## config.mk

```make
export PLATFORM = sky130hd
export DESIGN_NAME = mac_window_accum
export DESIGN_NICKNAME = d
export VERILOG_FILES = /design/src/rtl/mac_window_accum_pkg.sv /design/src/rtl/mac_window_accum.sv
export SDC_FILE = /design/constraint.sdc
export NUM_CORES = 1
export LEC_CHECK = 0
export ABC_CLOCK_PERIOD_IN_PS = 2900
export CAP_MARGIN = 20
export CORE_MARGIN = 10
export CORE_UTILIZATION = 50
export CTS_BUF_LIST = sky130_fd_sc_hd__clkbuf_16
export DETAILED_ROUTE_END_ITERATION = 8
export PLACE_DENSITY_LB_ADDON = 0.3
export SLEW_MARGIN = 20
export SYNTH_ARGS = -nofsm -noshare
export SYNTH_HDL_FRONTEND = slang
export SYNTH_SLANG_ARGS = --single-unit
```

## constraint.sdc

```tcl
create_clock -name C -period 2.9 [get_ports C]
set_input_delay 0.58 -clock C [delete_from_list [all_inputs] [get_ports C]]
set_output_delay 0.58 -clock C [all_outputs]
set_load 0.005 [all_outputs]
```

## src/rtl/mac_window_accum_pkg.sv

```systemverilog
// Shared parameters for the multiply-add result path.
//   P         : operand width of the multiply-add stage (its results are 2P bits)
//   N         : default window length in samples (power of two, >= 2)
//   state_e   : window accumulator states
//   acc_width : accumulator width that cannot overflow for a given P and N
package mac_window_accum_pkg;

    localparam int P = 8;
    localparam int N = 8;

    typedef enum logic {
        S_FILL  = 1'b0,
        S_STALL = 1'b1
    } state_e;

    // A full window of N 2P-bit samples needs log2(N) extra bits.
    function automatic int acc_width(input int p, input int n);
        return 2 * p + $clog2(n);
    endfunction

endpackage

```

## src/rtl/mac_window_accum.sv

```systemverilog
// Sums fixed windows of N samples from the multiply-add stage and presents
// the window sum and truncated mean through a one-entry valid/ready buffer.
// Upstream is stalled only when a window would complete while the buffer
// still holds an unconsumed result.
//
// Ports:
//   C          in   clock, posedge
//   RST_N      in   asynchronous active-low reset
//   DATA_IN    in   2P-bit sample
//   IN_VALID   in   DATA_IN valid
//   IN_READY   out  sample accepted this cycle when IN_VALID is high
//   CLR        in   synchronous clear of the partial window
//   SUM_OUT    out  completed window sum
//   MEAN_OUT   out  completed window mean (SUM_OUT >> log2(N))
//   OUT_VALID  out  buffer holds an unconsumed result
//   OUT_READY  in   consumer takes the result
//   CNT        out  samples accepted in the current partial window
//
// state   | meaning
// S_FILL  | accumulating samples of the current window
// S_STALL | window needs its last sample but the output buffer is still full
module mac_window_accum
    import mac_window_accum_pkg::*;
#(
    parameter int N = mac_window_accum_pkg::N
) (
    input  logic                              C,
    input  logic                              RST_N,
    input  logic [2*P-1:0]                    DATA_IN,
    input  logic                              IN_VALID,
    output logic                              IN_READY,
    input  logic                              CLR,
    output logic [acc_width(P, N)-1:0]        SUM_OUT,
    output logic [2*P-1:0]                    MEAN_OUT,
    output logic                              OUT_VALID,
    input  logic                              OUT_READY,
    output logic [$clog2(N)-1:0]              CNT
);

    localparam int L     = $clog2(N);
    localparam int ACC_W = acc_width(P, N);

    state_e             state_q, state_d;
    logic [ACC_W-1:0]   acc_q, acc_d;
    logic [ACC_W-1:0]   sum_q, sum_d;
    logic [2*P-1:0]     mean_q, mean_d;
    logic [L-1:0]       cnt_q, cnt_d;
    logic               out_valid_q, out_valid_d;

    logic               last_slot;
    logic               in_ready;
    logic               accept;
    logic [ACC_W-1:0]   win_sum;

    assign last_slot = (cnt_q == L'(N - 1));
    assign win_sum   = acc_q + ACC_W'(DATA_IN);
    assign accept    = IN_VALID && in_ready;

    // State register
    always_ff @(posedge C or negedge RST_N) begin
        if (!RST_N) begin
            state_q     <= S_FILL;
            acc_q       <= '0;
            sum_q       <= '0;
            mean_q      <= '0;
            cnt_q       <= '0;
            out_valid_q <= 1'b0;
        end else begin
            state_q     <= state_d;
            acc_q       <= acc_d;
            sum_q       <= sum_d;
            mean_q      <= mean_d;
            cnt_q       <= cnt_d;
            out_valid_q <= out_valid_d;
        end
    end

    // Next-state logic
    always_comb begin
        state_d = state_q;
        if (CLR) begin
            state_d = S_FILL;
        end else begin
            unique case (state_q)
                S_FILL:  if (last_slot && out_valid_q) state_d = S_STALL;
                S_STALL: if (!out_valid_q)             state_d = S_FILL;
                default:                               state_d = S_FILL;
            endcase
        end
    end

    // Output / datapath logic. IN_READY depends only on registered state and
    // CLR, so OUT_READY never reaches it combinationally; the price is one
    // bubble when the last sample meets a consume in the same cycle.
    always_comb begin
        in_ready    = !CLR && !(out_valid_q && last_slot);
        acc_d       = acc_q;
        cnt_d       = cnt_q;
        sum_d       = sum_q;
        mean_d      = mean_q;
        out_valid_d = out_valid_q;

        if (out_valid_q && OUT_READY) begin
            out_valid_d = 1'b0;
        end

        if (CLR) begin
            acc_d = '0;
            cnt_d = '0;
        end else if (accept) begin
            if (last_slot) begin
                // in_ready guarantees the buffer is empty here
                sum_d       = win_sum;
                mean_d      = win_sum[ACC_W-1:L];
                out_valid_d = 1'b1;
                acc_d       = '0;
                cnt_d       = '0;
            end else begin
                acc_d = win_sum;
                cnt_d = cnt_q + L'(1);
            end
        end
    end

    assign IN_READY  = in_ready;
    assign SUM_OUT   = sum_q;
    assign MEAN_OUT  = mean_q;
    assign OUT_VALID = out_valid_q;
    assign CNT       = cnt_q;

endmodule

```

==> results by stage, run 1 <==
Drt:
- Dividing the detail-routed wire length by the instance count gives 15.5 um.
- The detail-routed via count per cell is 5.49.
- The total vias in the final route is 2,218.
- The count of nets left with antenna violations once routing finished came out at 0.
- The detailed-route wire length on metal 1 is 2.78 mm.
- Before antenna repair, the detailed router went through 4 iterations.
- In the detailed route, the total length drawn on met2 is 3.04 mm.
- The final wirelength is 6.27 mm.
- The sum of met3 wire segment lengths after detailed routing is 402 um.
- The number of remaining DRC errors is 0.
- The highest layer touched by signal routing is met4.
- The iteration-0 DRC count of the detailed router is 92.

Clocking:
- CTS saw 42 sinks.
- The CTS tree is built.
- The number of H-tree branching levels is 2.
- The number of buffers added by the clock tree synthesis step is 5.
- Clock latency on the worst-skew pair, taken at its later pin, is 280 ps.
- The clock passes through at most 2 buffers.
- In this run the clock root is driven by a clkbuf_16.
- The count of instances resized after the clock tree is built is 0.
- The number of hold buffers added after CTS is 0.
- The count of buffers added by post-CTS timing repair for setup is 0.
- The clock slew seen by the registers of the worst setup and hold paths is 60 ps.

Final layout:
- The share of cells above drive strength 1 is 8.08%.
- The layout overhead on the synthesized area is 27.3%.
- The cell area after layout is 3330 um^2.
- At the end of the flow, the number of nets in the layout was 373.
- The number of fill cells in the layout is 444.
- 0 antenna diodes ended up in the layout.

Setup path:
- Among all stages on the critical path, the largest delay is contributed by fa_1.
- The depth of the worst register-to-register path is 8.
- The startpoint kind of the worst setup timing path is an input port.
- The launch point of the worst reg-to-reg path is acc_q[0].
- Walking the worst path, the cells encountered are clkdlybuf4s50_1, ha_1, fa_1, a211oi_2, o211ai_2, a21oi_2, o31ai_4, and4_1, nor4_2.
- The flop-to-flop setup slack is 580 ps.
- The combined buffer and inverter count along the critical path is 1.
- STA puts the critical path data arrival time at 2850 ps.
- Grouping stages by cell kind, the critical path spends the most delay in compound AO/OA/AOI/OAI gates.
- In this design, the stage delay of the slowest critical-path cell is 440 ps.
- Of all nets on the critical path, the largest fanout is 7.
- The worst setup path is captured at a flip-flop.
- The endpoint of the lowest-slack register-to-register path is SUM_OUT[18].
- The path type of the worst setup path is in -> reg.
- For the worst setup path, the data required time is 3090 ps.

STA:
- Setup violations remaining at the end of the flow were counted as 0.
- The highest achievable clock rate is 375 MHz.
- The shortest clock period the worst path allows after layout is 2660 ps.
- Headroom to the max-slew limit came out at 38.2%.
- The number of failing hold endpoints at the final stage is 0.
- The final max-slew violation count is 0.
- The final period utilization is 91.8%.
- Setup repair after global routing left no endpoint under its margin.
- The worst clock skew on the final layout is 3.62 ps.
- For the pin with the worst max-slew slack, the measured transition is 928 ps.

Yosys:
- In this run, synthesis inferred 0 flip-flops with an integrated enable.
- The net count of the mapped netlist is 324.
- Synthesis inferred 42 register bits.
- The average cell area after synthesis is 9.22 um^2.
- The most used flip-flop cell after synthesis is dfrtp_1.
- Sequential elements use 40.1% of the synthesized area.
- In this run the cell area of the synthesized design comes to 2620 um^2.
- The share of synthesized registers carrying an async set or reset is 100%.
- Yosys printed 0 warnings.
- The number of unique standard cell types used by synthesis is 50.
- The number of instances in the synthesized netlist is 284.

Placed design:
- The placed instance area is 3190 um^2.
- The detailed placer's ending HPWL is 4.59 mm.
- Routability-driven placement finished with a final weighted congestion of 0.855.
- The number of input and output port buffers inserted is 60.

GRT:
- Summed over all layers, the global routing overflow is 0.
- The first global-routing pass estimated 10.8 mm of wire.
- The total global routing track utilization is 15.1%.
- Entering global routing, the biggest net connects 43 pins.
- The number of antenna violations at the first check in global routing is 0.
- The number of global-route vias before repair came to 2,231.

Power and ir drop:
- The static power due to leakage is 0.00148 uW.
- The highest ir drop seen on vdd is 0.000265 V.
- The power density over the cells is 496 nW/um^2.
- The total power is 1650 uW.

Floorplanning:
- The initial core utilization is 51.3%.
- The total I/O pin count is 61.
- The area of the core region is 5110 um^2.
- In this run the horizontal extent of the chip is 92.4 um.
- The die is 92.4 um tall.
- The number of rows in the core area is 26.
- The die covers 8530 um^2.

Status:
- The flow ran to the end, and the final reports show no timing, DRC or antenna violations.

Job:
- The number of maximum-capacitance constraint violations is 0.

Worst hold path:
- The path class of the tightest hold or removal check is in -> async.
==> worst register-to-register path, delay by kind of cell, from the launching register on <==
kind / cells / cell delay, ps
AND/OR/NAND/NOR: 2 / 370
AO/OA/AOI/OAI: 4 / 830
flip-flops: 1 / 370
adder cells (fa/ha/maj): 2 / 650
==> metal layers <==
layer | vias to the layer above | GRT usage [%]
met4 | 0 | 3.98
met2 | 66 | 25.1
met5 | - | 0
li1 | 1095 | -
met1 | 1050 | 18.5
met3 | 7 | 4.92
==> cell type report <==
cell class,instances,area (um^2),area share (%)
inverter,5,18.8,0.563
timing repair buffer,68,656,19.7
multi-input combinational,211,1380,41.5
tap,70,87.6,2.63
clock buffer,5,125,3.75
clock inverter,3,12.5,0.375
sequential,42,1050,31.5
==> worst max-delay path by stage <==
stage | startpoint | to | slack [ps] | depth (start not counted)
2_1_floorplan | DATA_IN[0] | SUM_OUT[18] | 520 | 8
3_3_place_gp | DATA_IN[0] | SUM_OUT[18] | -60 | 9
3_5_place_dp | DATA_IN[0] | SUM_OUT[18] | -120 | 9
4_1_cts | DATA_IN[0] | SUM_OUT[18] | 170 | 9
5_1_grt | DATA_IN[0] | SUM_OUT[18] | 70 | 9
6_report | DATA_IN[0] | SUM_OUT[18] | 240 | 9
==> layout by cell type (no fill, tap or decap), types with 5 or more instances in the layout <==
cell,count
ha_1,18
o21ai_0,25
nand2_1,50
nand3_1,5
buf_4,8
xnor2_1,7
dfrtp_1,42
a22o_1,5
xor2_1,8
inv_1,6
a21oi_1,19
clkdlybuf4s50_1,59
nand4_1,5
clkbuf_16,5
nor2_1,14
==> logic make-up (layout without fill, tap and decap cells) <==
logic type	Yosys count	after routing	synth area share, %
adder cells (fa/ha/maj)	19	19	9.36
multiplexers	3	3	1.15
AND/OR/NAND/NOR	90	90	15.9
AO/OA/AOI/OAI	84	84	21.2
flip-flops	42	42	40.1
buffers and inverters	31	81	7.21
XOR/XNOR	15	15	5.02
==> cells in the mapped netlist (4+ instances only) <==
cell type	count	area, um^2
xnor2_1	7	61.3
o21ai_1	4	20.0
clkbuf_1	7	26.3
o21ai_0	25	125
inv_1	5	18.8
nor2_1	14	52.6
o31ai_1	4	30.0
a22o_1	5	43.8
nand4_1	5	31.3
a21oi_1	19	95.1
dfrtp_1	42	1050
o21a_1	4	30.0
ha_1	18	225
xor2_1	8	70.1
nand3_1	5	25.0
buf_4	16	120
nand2_1	50	188
==> through the flow <==
step	instances	setup WS, ps	util, %	hold WS (ps)	setup TNS (ps)
6_report	404	237	65.3	436	0
2_1_floorplan	284	520	-	284	0
3_3_place_gp	396	-58.2	62.5	465	-145
5_1_grt	404	71.3	65.3	502	0
3_5_place_dp	396	-118	62.5	467	-335
4_1_cts	404	170	65.2	476	0
==> report_power, final <==
part / total, uW / leakage, uW / switching (uW) / internal (uW)
Sequential: 649 / 0.000574 / 24.8 / 624
Clock: 533 / 0.0000724 / 222 / 311
Combinational: 471 / 0.000829 / 269 / 201
Total: 1650 / 0.00148 / 516 / 1140
==> registers in the layout, summed over array words and instances (netlist names) <==
signal / count
acc_q: 19
CNT: 3
SUM_OUT: 19
OUT_VALID: 1
Power figures use the tool's default switching activity.
==> run 2: changes to the inputs <==
- CTS_BUF_LIST: sky130_fd_sc_hd__clkbuf_16 -> sky130_fd_sc_hd__clkbuf_8
==> run 2 against run 1 <==
Via count is 2.0% lower. Fmax decreased by 1.4%. Die area stayed put. Count of clock-buffer cells in the layout rose by 1. Combinational power shrank 2%. Utilization is 1.0 points lower. Global-route usage fell by 0.22 points. Register-to-register slack got worse by 60 ps. Clock power down 27%. Critical endpoint unchanged.
==> results by stage, run 2 (synthesis results as in run 1) <==
Power and ir drop:
- The net load switching power is 489 uW.
- Cell internal power was estimated by the tool at 1010 uW.
- VDD sags by at most 0.000267 V.
- Summed over all cells, the static leakage comes to 0.00145 uW.
- The share of power burned in registers is 43.1%.
- The share of power burned in combinational logic is 30.9%.
- The switching share of power is 32.6%.
- The clock network fraction of design power is 26.0%.
- The power density over the cells is 457 nW/um^2.

Drt:
- The iteration-0 DRC count of the detailed router is 121.
- The number of remaining DRC errors is 0.
- The number of iterations in the first detailed-routing pass is 4.
- The detailed router placed 2,173 vias in this run.
- The average routed wire per standard cell is 15.2 um.
- After detailed routing, the total wire length is 6.12 mm.
- The detail-routed via count per cell is 5.38.
- In this run the remaining antenna-violating nets after routing total 0.

STA:
- The final max-slew violation count is 0.
- Setup repair after global routing left no endpoint under its margin.
- The number of endpoints failing setup at the final stage is 0.
- The worst pin sits at a relative slew slack of 38.5%.
- The shortest clock period the worst path allows after layout is 2700 ps.
- Of the available clock period, the critical path in the final layout requires 93.2%.
- The worst clock skew on the final layout is 4.09 ps.
- The post-layout worst setup margin is 198 ps.
- At the pin with the least slew margin, the transition time is 923 ps.
- Adding up every negative setup slack in the final design gives 0 ps.
- The number of failing hold endpoints at the final stage came to 0.
- For this run, the top clock speed supported by timing is 370 MHz.

Clocking:
- The count of instances resized after the clock tree is built is 0.
- The later pin in the worst-skew pair is clocked with a latency of 300 ps.
- The number of hold buffers added after CTS is 0.
- Counting the buffers created by CTS gives 5.
- The clock net in this run drives a total of 42 sinks.
- No sink is reached through more buffers than the 2 on the longest clock path.
- The number of setup buffers added after CTS is 0.
- The H-tree was split into 2 levels.
- TritonCTS built the clock tree.
- The clock slew seen by the registers of the worst setup and hold paths is 80 ps.
- The cell chosen for the clock root is clkbuf_8.

Final layout:
- After routing the design area is 3280 um^2.
- The most common cell after layout, fill and taps aside is clkdlybuf4s50_1.
- The layout overhead on the synthesized area is 25.4%.
- The number of fill cells in the layout is 448.
- In the final layout, the multi-input gates occupy 1380 um^2.
- Excluding fillers, the count of instances in the completed layout stands at 404.
- The area taken by flip-flops and latches is 1050 um^2.
- The final net count is 373.
- The count of inserted antenna diode cells is 0.
- The library cells used most frequently in the layout, excluding fill and tap cells, are 59 x clkdlybuf4s50_1, 50 x nand2_1, 42 x dfrtp_1.
- Cells with a size suffix above 1 make up 8.08% of the layout.

Floorplanning:
- After floorplanning, the core was divided into 26 placement rows.
- The total die area is 8530 um^2.
- The floorplan step set the die width to 92.4 um.
- The area of the core region is 5110 um^2.
- The overall die height is 92.4 um.
- The total I/O pin count is 61.
- For this configuration, the core starts out at a cell density of 51.3%.

Setup path:
- The worst setup path startpoint is DATA_IN[0].
- STA puts the critical path data required time at 3110 ps.
- The maximum net fanout on the critical path is 7.
- The worst path arrival time is 2910 ps.
- The flop-to-flop setup slack is 520 ps.
- The path type of the worst setup path is in -> reg.
- The element type at the critical path end is a flip-flop.
- The launch point of the worst reg-to-reg path is acc_q[0].
- The startpoint kind of the worst setup timing path is an input port.
- The depth of the worst register-to-register path is 8.

Placed design:
- Routability-driven placement finished with a final weighted congestion of 0.855.
- The detailed placer's ending HPWL is 4.59 mm.
- OpenSTA, run right after detailed placement, puts the worst setup slack at -118 ps.
- Port buffering added 60 buffers.
- The placed instances occupy a cell area of 3190 um^2.
- The number of placed instances with taps included is 396.

Worst hold path:
- The min-delay analysis places its worst path in the category in -> async.

Job:
- The number of maximum-capacitance constraint violations is 0.

GRT:
- The total global routing track utilization is 14.9%.
- The number of antenna violations at the first check in global routing is 0.
- The first global-routing pass estimated 10.6 mm of wire.
- The aggregate global routing overflow is 0.
- Entering global routing, the biggest net connects 43 pins.
- The number of global-route vias before repair is 2,265.

Status:
- The flow ran to the end, and the final reports show no timing, DRC or antenna violations.
run 2: cell count changes in the layout (fill, tap and decap cells not counted):
cell       before  now
clkbuf_8        0    6
clkbuf_16       5    0
a211oi_1        1    2
a211oi_2        2    1
clkinv_1        1    0
run 2: worst max-delay path, cell delays in order:
cell and delay, ps:
clkdlybuf4s50_1 400, ha_1 220, fa_1 430, a211oi_1 330
o211ai_2 140, a21oi_2 280, o31ai_4 150, and4_1 240
nor4_2 130
run 2: metal layers:
layer  vias to the layer above  share of wire [%]  track usage (%)
li1                       1093                  -                -
met1                      1024                 45             17.5
met2                        49                 48             25.2
met3                         7                6.0             4.92
met4                         0                1.2             4.50
met5                         -                  0                0
run 2: through the flow:
stage	hold WS, ps	util, %	power (uW)
final	414	64.3	1500
after global routing	488	64.3	1590
after CTS	460	64.3	1510
after detailed placement	467	62.5	1120
after global placement	465	62.5	1110
after floorplan	284	-	995
run 2: layout make-up:
class,instances,share of cell area [%]
sequential,42,32.0
inverter,5,0.572
clock inverter,2,0.267
tap,70,2.67
timing repair buffer,68,20.0
multi-input combinational,211,42.0
clock buffer,6,2.52
run 2: worst paths after layout:
check | to
max in group asynchronous | acc_q[9]
min in group C | SUM_OUT[1]
hold / removal | SUM_OUT[6]
hold reg to reg | SUM_OUT[1]
setup / recovery | SUM_OUT[18]
setup reg to reg | SUM_OUT[18]
run 2: power groups by stage:
stage / Combinational [uW] / Clock, uW / Sequential [uW]
floorplan: 342 / 0 / 653
global route: 524 / 418 / 653
global placement: 454 / 0 / 656
CTS: 465 / 396 / 647
finish: 463 / 390 / 647
detailed placement: 461 / 0 / 658
